`config.mk`:
```
export PLATFORM = sky130hd
export DESIGN_NAME = acc_core_fsm_flat
export DESIGN_NICKNAME = d
export VERILOG_FILES = /design/src/rtl/acc_core_fsm_if.sv /design/src/rtl/acc_core_fsm.sv /design/src/flat_wrapper.sv
export SDC_FILE = /design/constraint.sdc
export NUM_CORES = 1
export LEC_CHECK = 0
export BUFFER_PORTS_ARGS = -buffer_cell sky130_fd_sc_hd__buf_4
export CAP_MARGIN = 20
export CORE_UTILIZATION = 40
export DETAILED_ROUTE_END_ITERATION = 7
export HOLD_SLACK_MARGIN = 0.1
export PLACE_DENSITY_LB_ADDON = 0.15
export SYNTH_ARGS = -nofsm -noshare
export SYNTH_HDL_FRONTEND = slang
export SYNTH_SLANG_ARGS = --single-unit
```
`constraint.sdc`:
```
create_clock -name clk -period 6.4 [get_ports clk]
set_input_delay 0.32 -clock clk [delete_from_list [all_inputs] [get_ports clk]]
set_output_delay 0.32 -clock clk [all_outputs]
set_load 0.02 [all_outputs]
```
`src/rtl/acc_core_fsm_if.sv`:
```
// Program-load port, run/halt handshake and core status for acc_core_fsm.
// carry_out is present only when CARRY_EN is defined.
interface acc_core_fsm_if #(
    parameter int DATA_W = 8,
    parameter int ADDR_W = 4
);
    localparam int INSTR_W = 4 + ADDR_W;

    logic               prog_we;
    logic [ADDR_W-1:0]  prog_addr;
    logic [INSTR_W-1:0] prog_data;
    logic               run;
    logic [DATA_W-1:0]  acc_out;
    logic [ADDR_W-1:0]  pc_out;
    logic               busy;
    logic               halted;
`ifdef CARRY_EN
    logic               carry_out;
`endif

    modport master (
        output prog_we, prog_addr, prog_data, run,
`ifdef CARRY_EN
        input  carry_out,
`endif
        input  acc_out, pc_out, busy, halted
    );

    modport slave (
        input  prog_we, prog_addr, prog_data, run,
`ifdef CARRY_EN
        output carry_out,
`endif
        output acc_out, pc_out, busy, halted
    );
endinterface

```
`src/rtl/acc_core_fsm.sv`:
```
// Multi-cycle accumulator core: FETCH/EXEC state machine with its own program and data RAM.
// Optional CARRY_EN adds a carry flag, ADC (opcode D), BC (opcode E) and carry_out.
module acc_core_fsm #(
    parameter int DATA_W = 8,
    parameter int ADDR_W = 4
) (
    input logic           clk,
    input logic           rst,
    acc_core_fsm_if.slave bus
);
    localparam int INSTR_W = 4 + ADDR_W;
    localparam int DEPTH   = 1 << ADDR_W;

    typedef enum logic [1:0] {IDLE, FETCH, EXEC, HALT} state_t;

    typedef enum logic [3:0] {
        OP_NOP, OP_LDI, OP_LD, OP_ST, OP_ADD, OP_SUB, OP_AND, OP_OR,
        OP_XOR, OP_SHL, OP_JMP, OP_BZ, OP_BNZ, OP_ADC, OP_BC, OP_HALT
    } opcode_t;

    state_t             state;
    logic [DATA_W-1:0]  acc;
    logic [ADDR_W-1:0]  pc;
    logic [INSTR_W-1:0] ir;
    logic               zero;
    logic               busy_q;
    logic               halted_q;

    logic [INSTR_W-1:0] prog_mem [DEPTH];
    logic [DATA_W-1:0]  data_mem [DEPTH];

    opcode_t            op;
    logic [ADDR_W-1:0]  opa;
    logic [DATA_W-1:0]  operand;
    logic [DATA_W-1:0]  acc_nxt;
    logic [ADDR_W-1:0]  pc_nxt;
    logic               halt_op;
    logic               load_ok;
    logic               dmem_we;

`ifdef CARRY_EN
    logic               carry;
    logic               carry_nxt;
    logic [DATA_W:0]    add_w;
    logic [DATA_W:0]    sub_w;
    logic [DATA_W:0]    adc_w;

    // The extra top bit of each wide result is the carry (or borrow for SUB).
    assign add_w = {1'b0, acc} + {1'b0, operand};
    assign sub_w = {1'b0, acc} - {1'b0, operand};
    assign adc_w = {1'b0, acc} + {1'b0, operand} + (DATA_W+1)'(carry);
    assign bus.carry_out = carry;
`endif

    assign op       = opcode_t'(ir[INSTR_W-1:ADDR_W]);
    assign opa      = ir[ADDR_W-1:0];
    assign operand  = data_mem[opa];
    assign load_ok  = (state == IDLE) || (state == HALT);
    assign dmem_we  = (state == EXEC) && (op == OP_ST);

    assign bus.acc_out = acc;
    assign bus.pc_out  = pc;
    assign bus.busy    = busy_q;
    assign bus.halted  = halted_q;

    always_comb begin
        acc_nxt = acc;
        pc_nxt  = pc + ADDR_W'(1);
        halt_op = 1'b0;
`ifdef CARRY_EN
        carry_nxt = carry;
`endif
        case (op)
            OP_LDI: acc_nxt = DATA_W'(opa);
            OP_LD:  acc_nxt = operand;
`ifdef CARRY_EN
            OP_ADD: {carry_nxt, acc_nxt} = add_w;
            OP_SUB: {carry_nxt, acc_nxt} = sub_w;
            OP_ADC: {carry_nxt, acc_nxt} = adc_w;
            OP_BC:  if (carry) pc_nxt = opa;
`else
            OP_ADD: acc_nxt = acc + operand;
            OP_SUB: acc_nxt = acc - operand;
`endif
            OP_AND: acc_nxt = acc & operand;
            OP_OR:  acc_nxt = acc | operand;
            OP_XOR: acc_nxt = acc ^ operand;
            OP_SHL: acc_nxt = {acc[DATA_W-2:0], 1'b0};
            OP_JMP: pc_nxt = opa;
            // zero mirrors acc before this EXEC, which is what branches must test
            OP_BZ:  if (zero) pc_nxt = opa;
            OP_BNZ: if (!zero) pc_nxt = opa;
            OP_HALT: begin
                pc_nxt  = pc;
                halt_op = 1'b1;
            end
            default: ;
        endcase
    end

    always_ff @(posedge clk) begin
        if (!rst) begin
            state    <= IDLE;
            acc      <= '0;
            pc       <= '0;
            ir       <= '0;
            zero     <= 1'b1;
            busy_q   <= 1'b0;
            halted_q <= 1'b0;
`ifdef CARRY_EN
            carry    <= 1'b0;
`endif
        end else begin
            case (state)
                IDLE, HALT: begin
                    if (bus.run) begin
                        state    <= FETCH;
                        acc      <= '0;
                        pc       <= '0;
                        zero     <= 1'b1;
                        busy_q   <= 1'b1;
                        halted_q <= 1'b0;
`ifdef CARRY_EN
                        carry    <= 1'b0;
`endif
                    end
                end
                FETCH: begin
                    ir    <= prog_mem[pc];
                    state <= EXEC;
                end
                EXEC: begin
                    acc  <= acc_nxt;
                    zero <= (acc_nxt == '0);
                    pc   <= pc_nxt;
`ifdef CARRY_EN
                    carry <= carry_nxt;
`endif
                    if (halt_op) begin
                        state    <= HALT;
                        busy_q   <= 1'b0;
                        halted_q <= 1'b1;
                    end else begin
                        state <= FETCH;
                    end
                end
                default: state <= IDLE;
            endcase
        end
    end

    // RAMs are never cleared; reset only blocks writes in its cycle.
    always_ff @(posedge clk) begin
        if (rst && load_ok && bus.prog_we)
            prog_mem[bus.prog_addr] <= bus.prog_data;
        if (rst && dmem_we)
            data_mem[opa] <= acc;
    end
endmodule

```
`src/flat_wrapper.sv`:
```
// flat-port wrapper written by rule: the top's interface ports become plain ports
module acc_core_fsm_flat 
#(
    parameter int DATA_W = 8,
    parameter int ADDR_W = 4
)
  (clk, rst, bus_prog_we, bus_prog_addr, bus_prog_data, bus_run, bus_acc_out, bus_pc_out, bus_busy, bus_halted);
  acc_core_fsm_if #(.DATA_W(DATA_W), .ADDR_W(ADDR_W)) bus_i ();
  input logic clk;
  input logic rst;
  input wire logic [$bits(bus_i.prog_we)-1:0] bus_prog_we;
  input wire logic [$bits(bus_i.prog_addr)-1:0] bus_prog_addr;
  input wire logic [$bits(bus_i.prog_data)-1:0] bus_prog_data;
  input wire logic [$bits(bus_i.run)-1:0] bus_run;
  output wire logic [$bits(bus_i.acc_out)-1:0] bus_acc_out;
  output wire logic [$bits(bus_i.pc_out)-1:0] bus_pc_out;
  output wire logic [$bits(bus_i.busy)-1:0] bus_busy;
  output wire logic [$bits(bus_i.halted)-1:0] bus_halted;
  assign bus_i.prog_we = bus_prog_we;
  assign bus_i.prog_addr = bus_prog_addr;
  assign bus_i.prog_data = bus_prog_data;
  assign bus_i.run = bus_run;
  assign bus_acc_out = bus_i.acc_out;
  assign bus_pc_out = bus_i.pc_out;
  assign bus_busy = bus_i.busy;
  assign bus_halted = bus_i.halted;
  acc_core_fsm #(.DATA_W(DATA_W), .ADDR_W(ADDR_W)) u_core (.clk(clk), .rst(rst), .bus(bus_i));
endmodule
```
-- Word level (Yosys, flattened, before mapping)
Memories as Yosys holds them, arrays and structs flattened. A register that Yosys moved wholly into a read port is not among the register bits.
Cells that the tools add are included.
- memories kept: 2
- bits in writable memories: 256
- input bits: 16
- output and inout port bits: 14
- register bits: 17
- memory list (memory ; depth ; width ; rd ports ; clocked after memory_dff ; wr ports ; line ; RTL):
    u_core.data_mem ; 16 ; 8 ; 1 ; 0 ; 1 ; acc_core_fsm.sv:30 ; logic [DATA_W-1:0] data_mem [DEPTH];
    u_core.prog_mem ; 16 ; 8 ; 1 ; 1 ; 1 ; acc_core_fsm.sv:29 ; logic [INSTR_W-1:0] prog_mem [DEPTH];
- add/sub/neg operators: 3
- mux-type cells: 23
- bitwise gates (word level): 3
- equal/unequal tests: 19
- reduce and logical (&&, ||, !) cells: 13
- operators with widths (operator ; count):
    $pmux 8 s8 ; 1
    $eq 4x4->1 const B ; 6
    $eq 4x3->1 const B ; 4
    $pmux 4 s4 ; 1
    $pmux 8 s2 ; 1
    $mux 4 ; 3
    $mux 1 ; 9
    $add 8x8->8 ; 1
    $and 8x8->8 ; 1
    $eq 4x2->1 const B ; 2
    $logic_not 8->1 ; 1
    $mux 8 ; 1
    $or 8x8->8 ; 1
    $pmux 4 s2 ; 1
    $sub 8x8->8 ; 1
    $xor 8x8->8 ; 1
    $pmux 1 s2 ; 3
    $pmux 2 s3 ; 1
    $reduce_and 3->1 ; 2
    $add 4x1->4 const B ; 1
    $eq 2x2->1 const B ; 2
    $eq 4x1->1 const B ; 1
    $logic_and 1x1->1 ; 4
    $mux 2 ; 2
    other kinds (9) ; 10

-- Depth between registers and ports, before layout
Gate-level depths: netlist of run 1.
- word-level depth: 6
- mapped depth: 19
- mapped depth without buffers: 16

-- Worst setup path before layout of run 1
OpenSTA, ideal clock, no wires.
- path kind: register -> register
- start point: register u_core.ir[3], read port of u_core.prog_mem
- end point: register u_core.zero
- slack: 2.720 ns
- path buffers: 2
- required time: 6.341 ns
- stages on the path, launching flop included: 18
- arrival time: 3.621 ns
- setup time: 0.059 ns
- cells stage by stage: dfxtp_1 buf_2 buf_2 mux4_2 mux2i_1 o22ai_1 inv_1 ha_1 mux2_2 fa_1 nor2b_1 o21a_1 o21a_1 or4_1 a21oi_1 a211o_1 nor4_1 a31o_1
- word-level cells in the longest chain between the ends: 5
- ends and longest elaborated chain (element ; line ; RTL):
    from (decl) ; acc_core_fsm.sv:24 ; logic [INSTR_W-1:0] ir;
    $mem_v2 16x8 ; n/a ;
    $sub 8x8->8, or another cell as far along ; acc_core_fsm.sv:83 ; OP_SUB: acc_nxt = acc - operand;
    $pmux 8 s8 * ; acc_core_fsm.sv:73 ; case (op)
    $logic_not 8->1 * ; acc_core_fsm.sv:134 ; zero <= (acc_nxt == '0);
    $pmux 1 s2 * ; acc_core_fsm.sv:114 ; case (state)
    to (signal assigned) ; acc_core_fsm.sv:134 ;
    to (decl) ; acc_core_fsm.sv:25 ; logic zero;
Every way passes the cells marked *; elsewhere a longest branch is shown, timed or not.
A chain may end at the register's enable or synchronous reset.

-- Worst setup path in the final report of run 1
- start point: register u_core.ir[1], read port of u_core.prog_mem
- end point: register u_core.zero
Same word-level chain as after synthesis.

==> results of run 1 <==
## layer usage
metal / track usage [%] / share of wire, %
met1: 24.9 / 43
met2: 31.5 / 51
met3: 2.43 / 5.1
met4: 4.20 / 1.4
met5: 0 / 0
## final timing paths
kind | endpoint | slack, ns | cells after the start
worst max-delay path | u_core.zero | 1.84 | 14
worst min-delay path | u_core.bus.acc_out[0] | 0.15 | 2
worst max register to register | u_core.zero | 1.84 | 14
worst min register to register | u_core.bus.pc_out[0] | 0.50 | 2
## logic make-up (layout without fill, tap and decap cells)
| family | Yosys count | after routing | share of synthesized area (%) |
|---|---|---|---|
| buf+inv | 66 | 137 | 2.30 |
| flops | 281 | 281 | 65.7 |
| simple gates | 169 | 169 | 6.80 |
| mux | 103 | 103 | 15.3 |
| fa+ha+maj | 30 | 30 | 3.07 |
| compound gates | 116 | 116 | 6.10 |
| xor+xnor | 10 | 10 | 0.763 |
## Yosys cell counts (3+ instances only)
master and count:
inv_1 22, buf_1 6, mux4_1 4, o22ai_1 5, nand2b_1 8, o21a_1 5, dfxtp_1 25, mux2i_1 27
buf_2 10, a21boi_0 3, o211ai_1 4, edfxtp_1 256, a211oi_1 4, a22oi_1 13, a21o_1 6, nor2b_1 25
nand2_1 35, nand3b_1 6, o21ai_0 19, a221oi_1 3, clkbuf_1 20, buf_6 3, a31oi_1 4, nor2_1 48
a21oi_1 32, nand3_1 10, and3_1 3, xnor2_1 7, mux4_2 64, nor3_1 17, and2_1 4, mux2_2 8
inv_2 3, ha_1 29, nor3b_1 4
## per-stage QoR
step	setup WS (ns)	power, mW
after floorplan	2.72	2.96
after global placement	1.87	3.25
after detailed placement	1.82	3.27
after CTS	1.79	4.93
after global routing	1.53	5.11
final	1.84	4.88
## layout by cell type (no fill, tap or decap), drive strengths merged, types with 6 or more instances in the layout
cell type,n
a21o,6
a21oi,33
a22oi,13
buf,47
clkbuf,34
clkinv,17
dfxtp,25
dlygate4sd3,9
edfxtp,256
ha,29
inv,26
mux2,8
mux2i,27
mux4,68
nand2,35
nand2b,8
nand3,10
nand3b,6
nor2,48
nor2b,25
nor3,17
o21ai,20
xnor2,8
## flip-flops by register name, summed over array words and instances, names as in the netlist
register	count
u_core.data_mem	128
u_core.prog_mem	128
u_core.bus.acc_out	8
u_core.ir	8
u_core.bus.pc_out	4
u_core.state	2
u_core.bus.busy	1
u_core.bus.halted	1
u_core.zero	1
## power by group through the flow
stage | sequential (mW) | combinational (mW) | clock [mW]
floorplan | 2.13 | 0.832 | 0
finish | 2.15 | 1.08 | 1.65
global placement | 2.19 | 1.07 | 0
detailed placement | 2.19 | 1.08 | 0
CTS | 2.15 | 1.09 | 1.69
global route | 2.16 | 1.19 | 1.76
## critical path: cells and delay by family (launching register included)
kind | cells | cell delay [ns]
multiplexers | 4 | 1.35
AO/OA/AOI/OAI | 3 | 0.85
flip-flops | 1 | 0.84
AND/OR/NAND/NOR | 4 | 0.68
adder cells (fa/ha/maj) | 2 | 0.62
buffers and inverters | 1 | 0.13
## cell type report
type	instances	area share, %
clock buffer	34	5.55
clock inverter	21	1.09
inverter	26	0.688
multi-input combinational	428	28.3
sequential	281	57.7
tap	396	3.49
timing repair buffer	56	3.12
## repair_timing
item,4_1_cts,5_1_grt
resized for setup,0,0
endpoints found under the hold margin,123,0
hold buffers,9,0
==> impl_metrics.yaml, run 1 <==
routing:
  drc: 0
  antenna_left: 0
  wl_um: 28300
  avgViaCountPerCell: 5.67
  drt_pass1_iterations: 5
  drtIter0Drc: 716
  vias: 7040
  routedWlPerCell_um: 22.8
job:
  maxCapViolCount: 0
synthesis:
  synth_edf_count: 256
  synth_nets: 821
  ys_types: 64
  ys.flop_type: "edfxtp_1"
  synth_top_area_share_pct: 61.7
  synthCells: 775
  synth-seq-cells: 281
  synthArstFlopShare_pct: 0
  yosysSeqAreaShare_pct: 65.7
  synth.area.top_cells: "edfxtp_1 62%, mux4_2 12%, dfxtp_1 4.0%"
  syn_area_per_cell_sq_um: 16.1
  syn_area_sq_um: 12500
  synth_warnings: 0
  synth_top_area_cell: "edfxtp_1"
critical_path:
  critPathLaunch: "u_core.ir[1]"
  max_stage_delay_ns: 0.84
  startpoint_type: "flop"
  crit_type: "flop to flop"
  cp_cell_sequence: "mux4_2, mux2i_1, mux2i_1, inv_1, ha_1, mux2_2, fa_1, nor2b_1, nor3_1, a2111oi_0, a21oi_1, nand4bb_1, nor4_1, a31o_1"
  crit_path_frequent_cell: "mux2i_1"
  required_ns: 6.88
  cpMaxStageDelayCell: "dfxtp_2"
  arrival_ns: 5.04
  critical_path_peak_fanout: 24
  r2r-start: "u_core.ir[1]"
  endpoint_kind: "flop"
floorplanning:
  pin_count: 30
  rows: 64
  die_width_um: 179
  die_h_um: 179
  start_util_pct: 40.8
  core-area_sq_um: 30600
  die_area_sq_um: 31900
pwr:
  p_int_mw: 3.47
  p_seq_share_pct: 44.1
  ir_drop_v: 0.000197
  switching_power_mw: 1.41
  p_leak_nw: 4.71
  p_comb_share_pct: 22.2
  clkPwrFrac_pct: 33.8
  swShare_pct: 28.9
  cellPowerDensity_nw_per_um2: 344
timing:
  fin_tns_setup_ns: 0
  finClkSkew_ns: 0.0226
  drv_slew: 0
  finalSetupViolations: 0
  period_share_pct: 71.2
  min_period_ns: 4.56
  max_slew_margin_pct: 27.8
  worst_slew_pin_slew_ns: 1.08
  max_freq_mhz: 219
  hold-worst-slack_ns: 0.153
  hold_viol: 0
  rsz0062_at_grt: "no"
grt:
  grt-ovfl-total: 0
  grt_pass1_wl_um: 43600
  antenna_found_initial: 0
  grt_pass1_vias: 7070
  grt_use_total_pct: 18.4
  grt_max_degree: 37
clock_tree:
  clk_pin_slew_worst_paths_ns: 0.06
  cts_setup_buffers: 0
  htree_levels: 1
  cts_buffer_depth: 3
  cts_tree: "done"
  numCtsBuffers: 30
  clock_sinks: 281
  clock_latency_ns: 0.55
  clock-root-buffer: "clkbuf_16"
finish:
  ff_latch_area_sq_um: 8190
  fin_nets: 869
  insertedDiodeCount: 0
  fin_util_pct: 46.4
  n_fill_cell: 2664
  area_growth_pct: 13.8
  fin_cells: 1242
  final_area_sq_um: 14200
  multi_input_area_sq_um: 4020
  drive_above_1_share_pct: 21.3
hold_path:
  holdCritStartpoint: "rst"
  hp-class: "primary input to flop"
placed_design:
  io_buffers: 29
  gp_congestion: 0.884
  placedCellCount: 1178
  hpwl_um: 18400
  dpl_cell_area_sq_um: 13200
outcome:
  outcome: "finished clean"
Note: power is estimated with default switching activity, not from simulation.
==> run 2, diff against run 1 <==
--- a/config.mk
+++ b/config.mk
@@ -5,6 +5,7 @@
 export SDC_FILE = /design/constraint.sdc
 export NUM_CORES = 1
 export LEC_CHECK = 0
+export ABC_AREA = 1
 export BUFFER_PORTS_ARGS = -buffer_cell sky130_fd_sc_hd__buf_4
 export CAP_MARGIN = 20
 export CORE_UTILIZATION = 40
==> constraint.sdc (replaced) <==
create_clock -name clk -period 4.7 [get_ports clk]
set_input_delay 0.235 -clock clk [delete_from_list [all_inputs] [get_ports clk]]
set_output_delay 0.235 -clock clk [all_outputs]
set_load 0.02 [all_outputs]
==> run 2 against run 1 <==
The run now ends with design-rule violations left. Via count grew 23%. Synthesized area up 1.4%. Worst setup slack worse by 1.2 ns. Synthesized cell count is 57% higher. Design area is 1.1% higher. First-iteration DRC count is 0.14% lower. Flip-flop and latch count stayed put. Global-route usage is 1.6 points higher. Clock power increased by 42%. Sequential power increased by 29%. Register-to-register slack worse by 1.2 ns. Largest cell class unchanged. Largest power group unchanged.
==> impl_metrics.yaml, run 2 <==
critical_path:
  r2r-start: "u_core.ir[0]"
  arrival_ns: 4.52
  crit_path_frequent_cell: "nand2_1"
  required_ns: 5.20
  cpMaxStageDelayCell: "inv_4"
  max_stage_delay_ns: 0.47
  rr_endpoint: "u_core.zero"
  path_buf_inv: 5
  crit_type: "flop to flop"
  r2r_cells: 29
  critical_path_peak_fanout: 53
  crit_family: "simple AND/OR/NAND/NOR gates"
  endpoint_kind: "flop"
  r2r_slack_ns: 0.69
  startpoint_type: "flop"
finish:
  n_fill_cell: 2942
  final_cell_mix: "384 x nand2_1, 256 x edfxtp_1, 140 x nor2_1"
  top_regs: "u_core.data_mem: 128 flops, u_core.prog_mem: 128 flops"
  fin_nets: 1305
  area_growth_pct: 13.4
  final_common_cell: "nand2_1"
  final_area_sq_um: 14300
  insertedDiodeCount: 0
  fin_util_pct: 46.5
  drive_above_1_share_pct: 8.97
routing:
  drtIter0Drc: 715
  avgViaCountPerCell: 5.16
  drt_pass1_iterations: 7
  vias: 8663
  drc: 1
  wl_um: 32200
  antenna_left: 0
  routedWlPerCell_um: 19.2
hold_path:
  hold_path_end: "u_core.prog_mem[12][1]"
  hp-class: "primary input to flop"
  holdCritStartpoint: "bus_prog_addr[0]"
  min_path_cells: 4
synthesis:
  synth_top_area_share_pct: 60.8
  synth-seq-cells: 281
  ys.flop_type: "edfxtp_1"
  ys_top_cells_by_count: "384 x nand2_1, 256 x edfxtp_1, 140 x nor2_1"
  synth_edf_count: 256
  synthArstFlopShare_pct: 0
  synth_warnings: 0
  syn_area_per_cell_sq_um: 10.4
  synth.area.top_cells: "edfxtp_1 61%, nand2_1 11%, nor2_1 4.2%"
  synth.most_common_cell: "nand2_1"
  yosysSeqAreaShare_pct: 64.7
  synthCells: 1218
  ys_types: 43
  synth_nets: 1264
  synth_top_area_cell: "edfxtp_1"
  syn_area_sq_um: 12600
clock_tree:
  ctsResizeCount: 0
  cts_buffer_depth: 3
  clock-root-buffer: "clkbuf_16"
  postCtsHoldBufs: 10
  cts_tree: "done"
  clock_latency_ns: 0.57
  htree_levels: 1
  cts_setup_buffers: 0
  clock_sinks: 281
  numCtsBuffers: 31
  clk_pin_slew_worst_paths_ns: 0.06
timing:
  period_share_pct: 85.4
  hold-worst-slack_ns: 0.270
  drv_slew: 0
  hold_viol: 0
  max_freq_mhz: 249
  worst_slew_pin_slew_ns: 0.972
  finClkSkew_ns: 0.0179
  rsz0062_at_grt: "no"
  fin_tns_setup_ns: 0
  max_slew_margin_pct: 35.1
  finalSetupViolations: 0
  min_period_ns: 4.01
placed_design:
  dpl_cell_area_sq_um: 13300
  gp_congestion: 0.840
  io_buffers: 29
  hpwl_um: 20100
outcome:
  violations: "design-rule violations"
  outcome: "finished with violations"
grt:
  grtUsageMet3_pct: 2.31
  grt_use_met1_pct: 27.1
  grt_max_degree: 70
  grt_pass1_vias: 8694
  grt-busiest-layer: "met2"
  grt-ovfl-total: 0
  grt_pass1_wl_um: 50400
  antenna_found_initial: 0
  grt_use_total_pct: 20.0
  grtUsageMet2_pct: 34.2
floorplanning:
  die_area_sq_um: 32300
  pin_count: 30
  core-area_sq_um: 30800
  rows: 64
  die_width_um: 180
  die_h_um: 180
  start_util_pct: 41.0
pwr:
  p_leak_nw: 5.58
  ir_drop_v: 0.000313
  cellPowerDensity_nw_per_um2: 410
job:
  maxCapViolCount: 0
-- run 2: worst max-delay path by stage --
stage                     cells past startpoint  slack (ns)          from                     to
final                                        29        0.69  u_core.ir[0]            u_core.zero
after global routing                         29        0.18  u_core.ir[0]            u_core.zero
after floorplan                              27        1.47  u_core.ir[1]  u_core.bus.acc_out[6]
after CTS                                    29        0.67  u_core.ir[0]            u_core.zero
after global placement                       29        0.78  u_core.ir[0]            u_core.zero
after detailed placement                     27        0.70  u_core.ir[0]  u_core.bus.acc_out[6]
-- run 2: logic make-up after synthesis --
| kind of cell | count (synthesis) | synth area share (%) |
|---|---|---|
| multiplexers | 1 | 0.0890 |
| buffers and inverters | 133 | 4.47 |
| flip-flops | 281 | 64.7 |
| AO/OA/AOI/OAI | 181 | 8.74 |
| XOR/XNOR | 8 | 0.554 |
| AND/OR/NAND/NOR | 584 | 18.4 |
| adder cells (fa/ha/maj) | 30 | 3.03 |
-- run 2: report_power, final --
part	switching [mW]	internal (mW)
registers	0.0357	2.74
clock network	0.971	1.37
logic	0.527	0.243
-- run 2: per-stage QoR --
step	setup WS (ns)	power, mW	cells
after floorplan	1.47	3.37	1218
after global placement	0.775	3.58	1611
after detailed placement	0.705	3.59	1611
after CTS	0.671	5.92	1677
after global routing	0.183	6.13	1678
final	0.685	5.88	1678
-- run 2: final cells by class --
cell class              instances  area [sq um]  share of cell area [%]
clock inverters                20           178                    1.24
repair buffers                 57           450                    3.14
multi-input cells             804          3910                    27.3
well taps                     396           495                    3.46
inverters                      84           318                    2.22
flip-flops and latches        281          8190                    57.1
clock buffers                  36           795                    5.54
-- run 2: routing by layer --
layer  part of all wire [%]  routed length, um
met4                    2.0                635
met5                      0                  0
met1                     46              14600
met2                     48              15500
met3                    4.3               1370
-- run 2: worst reg2reg max path, delay by kind of cell (launching register included) --
kind                     cells  cell delay [ns]
AO/OA/AOI/OAI                6             0.70
flip-flops                   1             0.45
adder cells (fa/ha/maj)      2             0.70
buffers and inverters        5             0.82
AND/OR/NAND/NOR             16             1.31
==> run 3, diff against run 2 <==
--- a/config.mk
+++ b/config.mk
@@ -5,7 +5,6 @@
 export SDC_FILE = /design/constraint.sdc
 export NUM_CORES = 1
 export LEC_CHECK = 0
-export ABC_AREA = 1
 export BUFFER_PORTS_ARGS = -buffer_cell sky130_fd_sc_hd__buf_4
 export CAP_MARGIN = 20
 export CORE_UTILIZATION = 40
==> run 3 against run 2 <==
Sequential share of layout area down 0.56 points. Combinational power up 100%. Utilization up 0.84 points. Critical endpoint unchanged. Largest cell class unchanged. Power is 21% higher. Non-clock buffer count up 16. Hold slack got worse by 0.13 ns. Maximum frequency decreased by 9.0%. Critical path type unchanged. First-iteration DRC count decreased by 11%. The run now ends clean. Cell count decreased by 25%. Via count decreased by 18%.
==> impl_metrics.yaml, run 3 (synthesis results as in run 1) <==
critical_path:
  r2r_cells: 15
  cp_cell_sequence: "mux4_2, mux2i_1, mux2i_1, inv_1, ha_1, mux2_2, fa_1, nor2b_1, o21a_1, o21a_1, or4_1, a21oi_1, a211o_1, nor4_1, a31o_1"
  critical_path_peak_fanout: 30
  r2r-start: "u_core.ir[3]"
  crit_family: "multiplexers"
  required_ns: 5.20
  r2r_slack_ns: 0.29
  critPathLaunch: "u_core.ir[3]"
  crit_type: "flop to flop"
  startpoint_type: "flop"
  arrival_ns: 4.92
  max_stage_delay_ns: 0.81
  path_buf_inv: 1
  cpMaxStageDelayCell: "dfxtp_2"
  endpoint_kind: "flop"
  cp.depth: 15
grt:
  grt-ovfl-total: 0
  grt_pass1_vias: 7354
  grt_max_degree: 37
  grtUsageMet3_pct: 2.77
  grt_use_total_pct: 19.0
  antenna_found_initial: 0
  grt_pass1_wl_um: 44800
  grt-busiest-layer: "met2"
  grt_use_met1_pct: 25.1
  grtUsageMet2_pct: 32.0
pwr:
  ir_drop_v: 0.000266
  p_leak_nw: 4.88
  cellPowerDensity_nw_per_um2: 490
  total_power_mw: 7.09
clock_tree:
  clock_latency_ns: 0.57
  clock_sinks: 281
  numCtsBuffers: 31
  htree_levels: 1
  clock-root-buffer: "clkbuf_16"
  clk_pin_slew_worst_paths_ns: 0.06
  cts_tree: "done"
  cts_buffer_depth: 3
  ctsResizeCount: 0
floorplanning:
  die_area_sq_um: 31900
  die_h_um: 179
  core-area_sq_um: 30600
  die_width_um: 179
  rows: 64
  start_util_pct: 40.8
  pin_count: 30
finish:
  top_regs: "u_core.data_mem: 128 flops, u_core.prog_mem: 128 flops"
  final_common_cell: "edfxtp_1"
  ff_latch_area_sq_um: 8190
  fin_nets: 887
  final_cell_mix: "256 x edfxtp_1, 64 x mux4_2, 62 x buf_4"
  n_fill_cell: 2631
  drive_above_1_share_pct: 23.0
  area_growth_pct: 16.2
  multi_input_area_sq_um: 4000
  insertedDiodeCount: 0
hold_path:
  min_path_cells: 2
  holdCritStartpoint: "bus_prog_addr[2]"
  hp-class: "primary input to flop"
timing:
  min_period_ns: 4.41
  finalSetupViolations: 0
  drv_slew: 0
  hold_viol: 0
  fin_tns_setup_ns: 0
  period_share_pct: 93.9
  rsz0062_at_grt: "no"
  max_slew_margin_pct: 24.4
  max_freq_mhz: 227
  finClkSkew_ns: 0.0165
  worst_slew_pin_slew_ns: 1.13
placed_design:
  hpwl_um: 19200
  gp_congestion: 0.898
  io_buffers: 29
outcome:
  outcome: "finished clean"
routing:
  wl_um: 29000
  antenna_left: 0
  drtIter0Drc: 637
  drt_pass1_iterations: 5
  routedWlPerCell_um: 23.0
  drc: 0
  avgViaCountPerCell: 5.60
  vias: 7064
job:
  maxCapViolCount: 0
## run 3: repair_timing
action / 4_1_cts / 5_1_grt
endpoints found under the hold margin: 151 / 0
hold buffers: 11 / 0
buffers inserted: 0 / 0
## run 3: metal layers
metal	share of wire, %	up-vias	wire, um
li1	-	3192	-
met1	43	3611	12400
met2	50	206	14400
met3	4.5	55	1310
met4	3.0	0	879
met5	0	-	0
## run 3: report_power, final
group	internal, mW	leakage, nW	switching (mW)
Clock	1.65	0.559	1.01
Sequential	2.79	2.59	0.111
Combinational	0.671	1.73	0.867
## run 3: through the flow
step	util, %	cell area, sq um	worst slack, ns	hold WS (ns)	std cells
after global routing	47.3	14500	0.0136	0.124	1262
after CTS	47.3	14500	0.366	0.115	1262
after global placement	43.3	13200	0.438	0.482	1193
final	47.3	14500	0.286	0.143	1262
after floorplan	-	12500	1.02	0.334	775
after detailed placement	43.3	13200	0.372	0.503	1193
## run 3: path summary, 6_finish.rpt
| kind | endpoint |
|---|---|
| worst max-delay path | u_core.zero |
| worst min-delay path | u_core.prog_mem[11][0] |
| worst max register to register | u_core.zero |
| worst min register to register | u_core.bus.halted |
## run 3: worst register-to-register path: cells and delay by family, from the launching register on
family / cells / cell delay, ns
simple gates: 3 / 0.58
buf+inv: 1 / 0.15
fa+ha+maj: 2 / 0.70
compound gates: 5 / 0.85
mux: 4 / 1.28
flops: 1 / 0.81
## run 3: layout make-up
type / instances / area share [%]
Sequential cell: 281 / 56.6
Clock inverter: 26 / 2.38
Multi-Input combinational cell: 428 / 27.6
Clock buffer: 32 / 5.38
Inverter: 26 / 0.674
Tap cell: 396 / 3.42
Timing Repair Buffer: 73 / 3.97
